<file path="src/rtl/matmul_pkg.sv">
// ---------------------------------------------------------------------------
// matmul_pkg
// Shared definitions for the UART matrix-loading front end:
//   state_e           - loader FSM state encoding (3 bits)
//   DEFAULT_SYNC_BYTE - frame header byte value (8'hA5)
//   elem_count()      - number of elements in an n x n matrix
// ---------------------------------------------------------------------------
package matmul_pkg;

    typedef enum logic [2:0] {
        ST_IDLE   = 3'd0,
        ST_LOAD_A = 3'd1,
        ST_LOAD_B = 3'd2,
        ST_START  = 3'd3,
        ST_WAIT   = 3'd4
    } state_e;

    localparam logic [7:0] DEFAULT_SYNC_BYTE = 8'hA5;

    function automatic int unsigned elem_count(input int unsigned n);
        return n * n;
    endfunction

endpackage

</file>
<file path="src/rtl/rx_timeout_ctr.sv">
// ---------------------------------------------------------------------------
// rx_timeout_ctr
// Counts idle cycles between received bytes while a frame is being loaded.
//   clk     in  clock
//   rst     in  synchronous active-high reset
//   enable  in  counting allowed (loader is in a LOAD state); count held at 0
//               otherwise
//   clear   in  a byte arrived this cycle; restarts the count
//   expired out one-cycle pulse in the cycle the count reaches TIMEOUT_CYC
// ---------------------------------------------------------------------------
module rx_timeout_ctr #(
    parameter int unsigned TIMEOUT_CYC = 1023
) (
    input  logic clk,
    input  logic rst,
    input  logic enable,
    input  logic clear,
    output logic expired
);

    localparam int unsigned CNT_W = $clog2(TIMEOUT_CYC + 1);
    // The count would become TIMEOUT_CYC on this edge; a byte arriving in the
    // same cycle wins, so clear suppresses the pulse.
    localparam logic [CNT_W-1:0] CNT_LAST = CNT_W'(TIMEOUT_CYC - 1);

    logic [CNT_W-1:0] cnt_q;
    logic [CNT_W-1:0] cnt_d;

    assign expired = enable && !clear && (cnt_q == CNT_LAST);

    always_comb begin
        cnt_d = cnt_q + 1'b1;
        if (!enable || clear || expired) begin
            cnt_d = '0;
        end
    end

    always_ff @(posedge clk) begin
        if (rst) begin
            cnt_q <= '0;
        end else begin
            cnt_q <= cnt_d;
        end
    end

endmodule

</file>
<file path="src/rtl/uart_matrix_loader.sv">
// ---------------------------------------------------------------------------
// uart_matrix_loader
// Frame controller between uart_rx and the matrix-multiply engine. Waits for a
// sync byte, writes N*N bytes into the A buffer then N*N bytes into the B
// buffer, pulses start and waits for compute_done.
//   clk          in  baud-rate clock shared with uart_rx
//   rst          in  synchronous active-high reset
//   rx_data      in  received byte, valid while rx_valid=1
//   rx_valid     in  one-cycle pulse per received byte
//   compute_done in  one-cycle completion pulse from the matmul engine
//   mat_we       out buffer write enable pulse
//   mat_sel      out 0 = A buffer, 1 = B buffer
//   mat_addr     out row-major element index
//   mat_wdata    out element value
//   start        out one-cycle launch pulse to the engine
//   busy         out high whenever the loader is not idle
//   done         out one-cycle pulse when a frame completes
//   frame_err    out one-cycle pulse on an inter-byte timeout abort
//   overrun      out one-cycle pulse when a byte is dropped in START/WAIT
// ---------------------------------------------------------------------------
module uart_matrix_loader
    import matmul_pkg::*;
#(
    parameter int unsigned N           = 2,
    parameter int unsigned ADDR_W      = 2,
    parameter logic [7:0]  SYNC_BYTE   = DEFAULT_SYNC_BYTE,
    parameter int unsigned TIMEOUT_CYC = 1023
) (
    input  logic              clk,
    input  logic              rst,
    input  logic [7:0]        rx_data,
    input  logic              rx_valid,
    input  logic              compute_done,
    output logic              mat_we,
    output logic              mat_sel,
    output logic [ADDR_W-1:0] mat_addr,
    output logic [7:0]        mat_wdata,
    output logic              start,
    output logic              busy,
    output logic              done,
    output logic              frame_err,
    output logic              overrun
);

    localparam int unsigned       NN       = elem_count(N);
    localparam logic [ADDR_W-1:0] LAST_IDX = ADDR_W'(NN - 1);

    state_e            state_q;
    logic [ADDR_W-1:0] idx_q;
    logic              mat_we_q;
    logic              mat_sel_q;
    logic [ADDR_W-1:0] mat_addr_q;
    logic [7:0]        mat_wdata_q;
    logic              start_q;
    logic              busy_q;
    logic              done_q;
    logic              frame_err_q;
    logic              overrun_q;

    logic load_active;
    logic expired;

    assign load_active = (state_q == ST_LOAD_A) || (state_q == ST_LOAD_B);

    rx_timeout_ctr #(
        .TIMEOUT_CYC (TIMEOUT_CYC)
    ) u_timeout (
        .clk     (clk),
        .rst     (rst),
        .enable  (load_active),
        .clear   (rx_valid),
        .expired (expired)
    );

    always_ff @(posedge clk) begin
        if (rst) begin
            state_q     <= ST_IDLE;
            idx_q       <= '0;
            mat_we_q    <= 1'b0;
            mat_sel_q   <= 1'b0;
            mat_addr_q  <= '0;
            mat_wdata_q <= 8'h00;
            start_q     <= 1'b0;
            busy_q      <= 1'b0;
            done_q      <= 1'b0;
            frame_err_q <= 1'b0;
            overrun_q   <= 1'b0;
        end else begin
            // Pulse outputs default low; address/data hold their last value.
            mat_we_q    <= 1'b0;
            start_q     <= 1'b0;
            done_q      <= 1'b0;
            frame_err_q <= 1'b0;
            overrun_q   <= 1'b0;

            case (state_q)
                ST_IDLE: begin
                    if (rx_valid && (rx_data == SYNC_BYTE)) begin
                        state_q <= ST_LOAD_A;
                        idx_q   <= '0;
                        busy_q  <= 1'b1;
                    end
                end

                ST_LOAD_A, ST_LOAD_B: begin
                    if (rx_valid) begin
                        // Every byte here is payload, sync value included.
                        mat_we_q    <= 1'b1;
                        mat_sel_q   <= (state_q == ST_LOAD_B);
                        mat_addr_q  <= idx_q;
                        mat_wdata_q <= rx_data;
                        if (idx_q == LAST_IDX) begin
                            idx_q   <= '0;
                            state_q <= (state_q == ST_LOAD_A) ? ST_LOAD_B : ST_START;
                        end else begin
                            idx_q <= idx_q + 1'b1;
                        end
                    end else if (expired) begin
                        state_q     <= ST_IDLE;
                        idx_q       <= '0;
                        busy_q      <= 1'b0;
                        frame_err_q <= 1'b1;
                    end
                end

                ST_START: begin
                    start_q <= 1'b1;
                    state_q <= ST_WAIT;
                    if (rx_valid) begin
                        overrun_q <= 1'b1;
                    end
                end

                ST_WAIT: begin
                    if (rx_valid) begin
                        overrun_q <= 1'b1;
                    end
                    if (compute_done) begin
                        state_q <= ST_IDLE;
                        busy_q  <= 1'b0;
                        done_q  <= 1'b1;
                    end
                end

                default: begin
                    state_q <= ST_IDLE;
                    idx_q   <= '0;
                    busy_q  <= 1'b0;
                end
            endcase
        end
    end

    assign mat_we    = mat_we_q;
    assign mat_sel   = mat_sel_q;
    assign mat_addr  = mat_addr_q;
    assign mat_wdata = mat_wdata_q;
    assign start     = start_q;
    assign busy      = busy_q;
    assign done      = done_q;
    assign frame_err = frame_err_q;
    assign overrun   = overrun_q;

endmodule
</file>
<file path="config.mk">
export PLATFORM = sky130hd
export DESIGN_NAME = uart_matrix_loader
export DESIGN_NICKNAME = d
export VERILOG_FILES = /design/src/rtl/matmul_pkg.sv /design/src/rtl/rx_timeout_ctr.sv /design/src/rtl/uart_matrix_loader.sv
export SDC_FILE = /design/constraint.sdc
export NUM_CORES = 1
export LEC_CHECK = 0
export ABC_AREA = 1
export CORE_MARGIN = 3
export CORE_UTILIZATION = 50
export CTS_CLUSTER_SIZE = 28
export DETAILED_ROUTE_END_ITERATION = 10
export PLACE_DENSITY = 0.81
export REMOVE_ABC_BUFFERS = 1
export SYNTH_ARGS = -nofsm -noshare
export SYNTH_HDL_FRONTEND = slang
export SYNTH_SLANG_ARGS = --single-unit
</file>
<file path="constraint.sdc">
create_clock -name clk -period 1.5 [get_ports clk]
set_input_delay 0.15 -clock clk [delete_from_list [all_inputs] [get_ports clk]]
set_output_delay 0.15 -clock clk [all_outputs]
set_load 0.01 [all_outputs]
</file>
# ---- After elaboration in Yosys (flattened, before gate mapping)
# Index checks and enable logic that the tools add are counted.
dict set report totals {
  regBits 32
  output_inout_bits 17
  word_cells 72
}
dict set report classes {
  add_sub_neg 2
  n_eq_ne 13
  muxes 21
  bitwise 4
  reduce_logical 20
}
# cell n
set ops {}
lappend ops {{$mux 3} 5}
lappend ops {{$pmux 3 s4} 1}
lappend ops {{$reduce_or 2->1} 6}
lappend ops {{$add 10x1->10 const B} 1}
lappend ops {{$eq 10x10->1 const B} 1}
lappend ops {{$mux 1} 9}
lappend ops {{$eq 8x8->1 const B} 1}
lappend ops {{$mux 2} 4}
lappend ops {{$eq 3x2->1 const B} 2}
lappend ops {{$ne 2x2->1 const B} 3}
lappend ops {{$pmux 2 s3} 1}
lappend ops {{$reduce_and 5->1} 1}
lappend ops {{$not 1->1} 4}
lappend ops {{$pmux 1 s4} 1}
lappend ops {{$reduce_and 4->1} 1}
lappend ops {{$eq 3x1->1 const B} 1}
lappend ops {{$eq 3x3->1 const B} 1}
lappend ops {{$logic_and 1x1->1} 3}
lappend ops {{$logic_not 3->1} 1}
lappend ops {{$logic_or 1x1->1} 3}
lappend ops {{$ne 3x2->1 const B} 1}
lappend ops {{$ne 3x3->1 const B} 1}
lappend ops {{$reduce_and 3->1} 1}
lappend ops {{$reduce_or 3->1} 1}
lappend ops {{5 further kinds} 6}

# ---- Logic depth before layout (Yosys ltp)
dict set report logic_depth {
  ltp_word 7
  mapped_depth 11
}

# ---- By module
# A second synthesis with hierarchy kept.
dict set report unflattened {
  hier_cells 193
  hier_area_um2 1516.5
}
# mod n_inst cells_per_inst area_per_inst_um2
set modules_own_cells {}
lappend modules_own_cells {uart_matrix_loader 1 130 1023.5}
lappend modules_own_cells {rx_timeout_ctr 1 63 493.0}

# ---- Worst setup path after synthesis
# OpenSTA, ideal clock, no wires.
dict set report synth_path {
  kind {register to register}
  start {register u_timeout.cnt_q[0]}
  end {register u_timeout.cnt_q[6]}
  setup_ps 71
  arrival_ps 1169
  slack_ps 259
  path_stages_with_launch 9
  path_buffers 0
  cell_sequence {dfxtp_1 > ha_1 > nand2_1 > inv_2 > nand2_1 > nor2_2 > nand2_1 > or2_0 > a21oi_1}
}
dict set report synth_via {
  elab_chain_len 4
  elab_cells_between_ends 5
  cone_classes {add/sub (1); eq/ne (1); reduce/logical (3)}
}
# item line
set synth_lines {}
lappend synth_lines {{start, declared} rx_timeout_ctr.sv:26} ;# logic [CNT_W-1:0] cnt_q;
lappend synth_lines {{start signal, assigned} rx_timeout_ctr.sv:42} ;# cnt_q <= cnt_d;
lappend synth_lines {{branches (longest 4 deep; another with $add 10x1->10)} --}
# Parallel ways; which one is timed is not known.
# A chain may end at the register's enable or synchronous reset.

# ---- Final worst setup path
dict set report layout_path {
  start {register mat_addr_q[0] (netlist: mat_addr[0])}
  end {output port mat_addr[0]}
}
# item line
set layout_rtl {}
lappend layout_rtl {{start, declared} uart_matrix_loader.sv:52} ;# logic [ADDR_W-1:0] mat_addr_q;
lappend layout_rtl {{start signal, assigned} uart_matrix_loader.sv:110} ;# mat_addr_q <= idx_q;
lappend layout_rtl {{end, declared} uart_matrix_loader.sv:36} ;# output logic [ADDR_W-1:0] mat_addr,
# No word-level cell between the ends.

==> impl_results.md <==
- Avg Synthesized Cell Area: 7.91 sq um
- Critical path launch point type: register
- DR vias/cell: slightly above 5
- Final core utilization: 0.708
- Crit path buffers/inverters: 1
- Initial Utilization: 0.547
- Crit path kind: reg -> out
- Clock slew at reported path FFs: 90 ps
- Hold Vio Cnt, Final: 0
- 1st-iter DRT viols: roughly 50
- Flops & latches, synth: 32
- Synth unique cells: 29
- Slew @ Worst Pin: 208 ps
- Final slew viol count: 0
- Pin count of the biggest net entering global routing: 13
- Hold_buf cts: 0
- Vias: between 1000 and 1500
- Diodes inserted: 0
- Fin nets: 232
- Rel. slew slack: 0.860
- Post-CTS setup buffers: 0
- Final WS setup: about 130 ps
- Total GRT Usage: 0.193
- Largest delay share family, worst path: buffers and inverters
- Post-DP Area: 0.00176 sq mm
- H-tree Lvls: 2
- Final HPWL DP: 2.24 mm
- Buffers on Ports: 28
- Die X: 59.2 microns
- Setup TNS: 0 ps
- Antenna-violating nets left: 0
- Sequential share of the synthesized area: 0.452
- Main synth FF type: dfxtp_1
- Synth Instances: around 180
- Crit end category: output port
- Mapped Area: 0.00142 sq mm
- CP Cell Sequence: clkdlybuf4s50_1
- First-pass GRT wire length: between 5 and 6 mm
- Clock latency on the worst-skew pair: approximately 330 ps
- Crit path arrival time: 1220 ps
- Layout area overhead: 29.4%
- First-pass DRT Iterations: 4
- Crit-path max FO: 2
- Async S/R FF share, synth: 0
- Share of cells above drive strength 1: 0.183
- Drt drc: 0
- RSZ-0062 raised after global routing: no
- WP data required: 1350 ps
- Min cycle time layout: 1370 ps
- EDFF count, synth: 0
- Final instance area: ~0.0018 sq mm
- Outcome: finished, final reports clean
- Site row count: 18
- Crit-path max cell delay: 550 ps
- Root Driver: clkbuf_4
- Initial antenna violation count: 0
- Number of global-route vias before repair: 1325
- I/O Pins: 29
- Core area: 0.00259 sq mm
- Hold Path Class: in -> reg
- Yosys warning count: 0
- Final setup viols: 0
- TritonCTS Sinks: 32
- Clock Skew: 8.05 ps
- F_max: between 700 and 800 MHz
- Crit-path slowest cell: clkdlybuf4s50_1
- PD cells: 994 mW/mm^2
- CTS Buffer Depth: 2
- GP Congestion: 0.841
- Chip Height: between 50 and 60 microns
- Die ar.: 0.00351 sq mm
- CTS tree: yes
- Gr ovfl total: 0
- WL per Instance: 12.0 microns
- Static leakage: 0.718 nW
- VDD IR max: 0.842 mV
- CTS Buf Count: 5
- Max Cap Viol: 0
- Detailed-route wire length: 2.96 mm
- Dpl ws: -11.1 ps
- Crit share post-route: 0.916
==> layout by cell type (no fill, tap or decap) <==
cell             count
or2_1                1
inv_1               13
nand3_2              2
nor2_1              29
nand3_4              2
inv_4                1
nor4_1               1
o21ai_0              6
inv_2                6
clkbuf_8             1
nor2_4               3
o21ai_1              5
xor2_1               2
nor3b_1              1
clkdlybuf4s50_1     28
or2_0                2
clkinv_2             2
ha_1                 3
a21oi_1             11
nand3_1              4
buf_4                6
dfxtp_2              1
nand2_2              2
nor3_1               4
nand4_4              1
nand4_1              4
dfxtp_1             31
nor2_2               5
nand2_1             32
o211ai_1             1
nor3b_2              2
clkbuf_4             5
nand2_4              1
==> per-stage QoR <==
| step | total power [mW] | hold slack [ps] | instances |
|---|---|---|---|
| after CTS | 1.83 | 379 | 248 |
| after detailed placement | 1.32 | 467 | 240 |
| final | 1.82 | 383 | 248 |
| after global routing | 1.91 | 396 | 248 |
| after global placement | 1.31 | 454 | 240 |
| after floorplan | 1.15 | 219 | 176 |
==> registers in the layout, summed over array words and instances, names as in the netlist, 2 cells and up <==
name / count
u_timeout.cnt_q: 10
mat_wdata: 8
state_q: 3
idx_q: 2
mat_addr: 2
==> cell usage after synthesis, types with 2 or more instances <==
| library cell | count | area, sq um |
|---|---|---|
| nand3_1 | 4 | 20.0 |
| nand4_1 | 4 | 25.0 |
| dfxtp_1 | 32 | 641 |
| ha_1 | 3 | 37.5 |
| nand2_2 | 2 | 12.5 |
| inv_1 | 13 | 48.8 |
| nor2_1 | 30 | 113 |
| nor3b_2 | 2 | 25.0 |
| xor2_1 | 2 | 17.5 |
| nand3_2 | 3 | 30.0 |
| clkbuf_1 | 2 | 7.51 |
| o21ai_1 | 5 | 25.0 |
| nor3_1 | 4 | 20.0 |
| nor2_4 | 3 | 33.8 |
| nand2_1 | 32 | 120 |
| or2_0 | 2 | 12.5 |
| inv_2 | 6 | 22.5 |
| a21oi_1 | 11 | 55.1 |
| nor2_2 | 4 | 25.0 |
| o21ai_0 | 6 | 30.0 |
==> worst paths after layout <==
path	startpoint	to	slack, ps	cells past startpoint
min reg2reg	u_timeout.cnt_q[0]	u_timeout.cnt_q[0]	450	1
min	rx_data[4]	mat_wdata[4]	380	3
max	mat_addr[0]	mat_addr[0]	130	1
max reg2reg	u_timeout.cnt_q[1]	u_timeout.cnt_q[6]	150	8
==> logic make-up after synthesis <==
logic type / after synthesis / synth area share
flip-flops: 32 / 0.452
adder cells (fa/ha/maj): 3 / 0.0265
AO/OA/AOI/OAI: 23 / 0.0830
AND/OR/NAND/NOR: 96 / 0.358
XOR/XNOR: 2 / 0.0124
buffers and inverters: 23 / 0.0680
==> cell type report <==
class | count | area [sq um]
inverter | 20 | 77.6
clock buffer | 6 | 51.3
timing repair buffer | 34 | 325
clock inverter | 2 | 10.0
tap | 30 | 37.5
sequential | 32 | 642
fill | 201 | 757
multi-input combinational | 124 | 689
==> power breakdown <==
| group | total (mW) | switching (mW) | internal, mW | leakage, nW |
|---|---|---|---|---|
| combinational | 0.376 | 0.203 | 0.173 | 0.421 |
| clock | 0.518 | 0.295 | 0.223 | 0.0380 |
| sequential | 0.927 | 0.0293 | 0.898 | 0.259 |
| total | 1.82 | 0.527 | 1.29 | 0.718 |
==> routing by layer <==
layer,wire length [microns],share of wire,track usage,vias to the layer above
met5,0,0,0,-
met4,68,0.023,0.104,0
met3,144,0.049,0.0545,11
met2,1390,0.47,0.312,41
met1,1360,0.46,0.231,559
li1,-,-,-,652
==> what timing repair did <==
item | in CTS | in global routing
resized for setup | 0 | 3
setup endpoints to repair | 0 | 2
endpoints found under the hold margin | 0 | 0
Power figures use the tool's default switching activity.
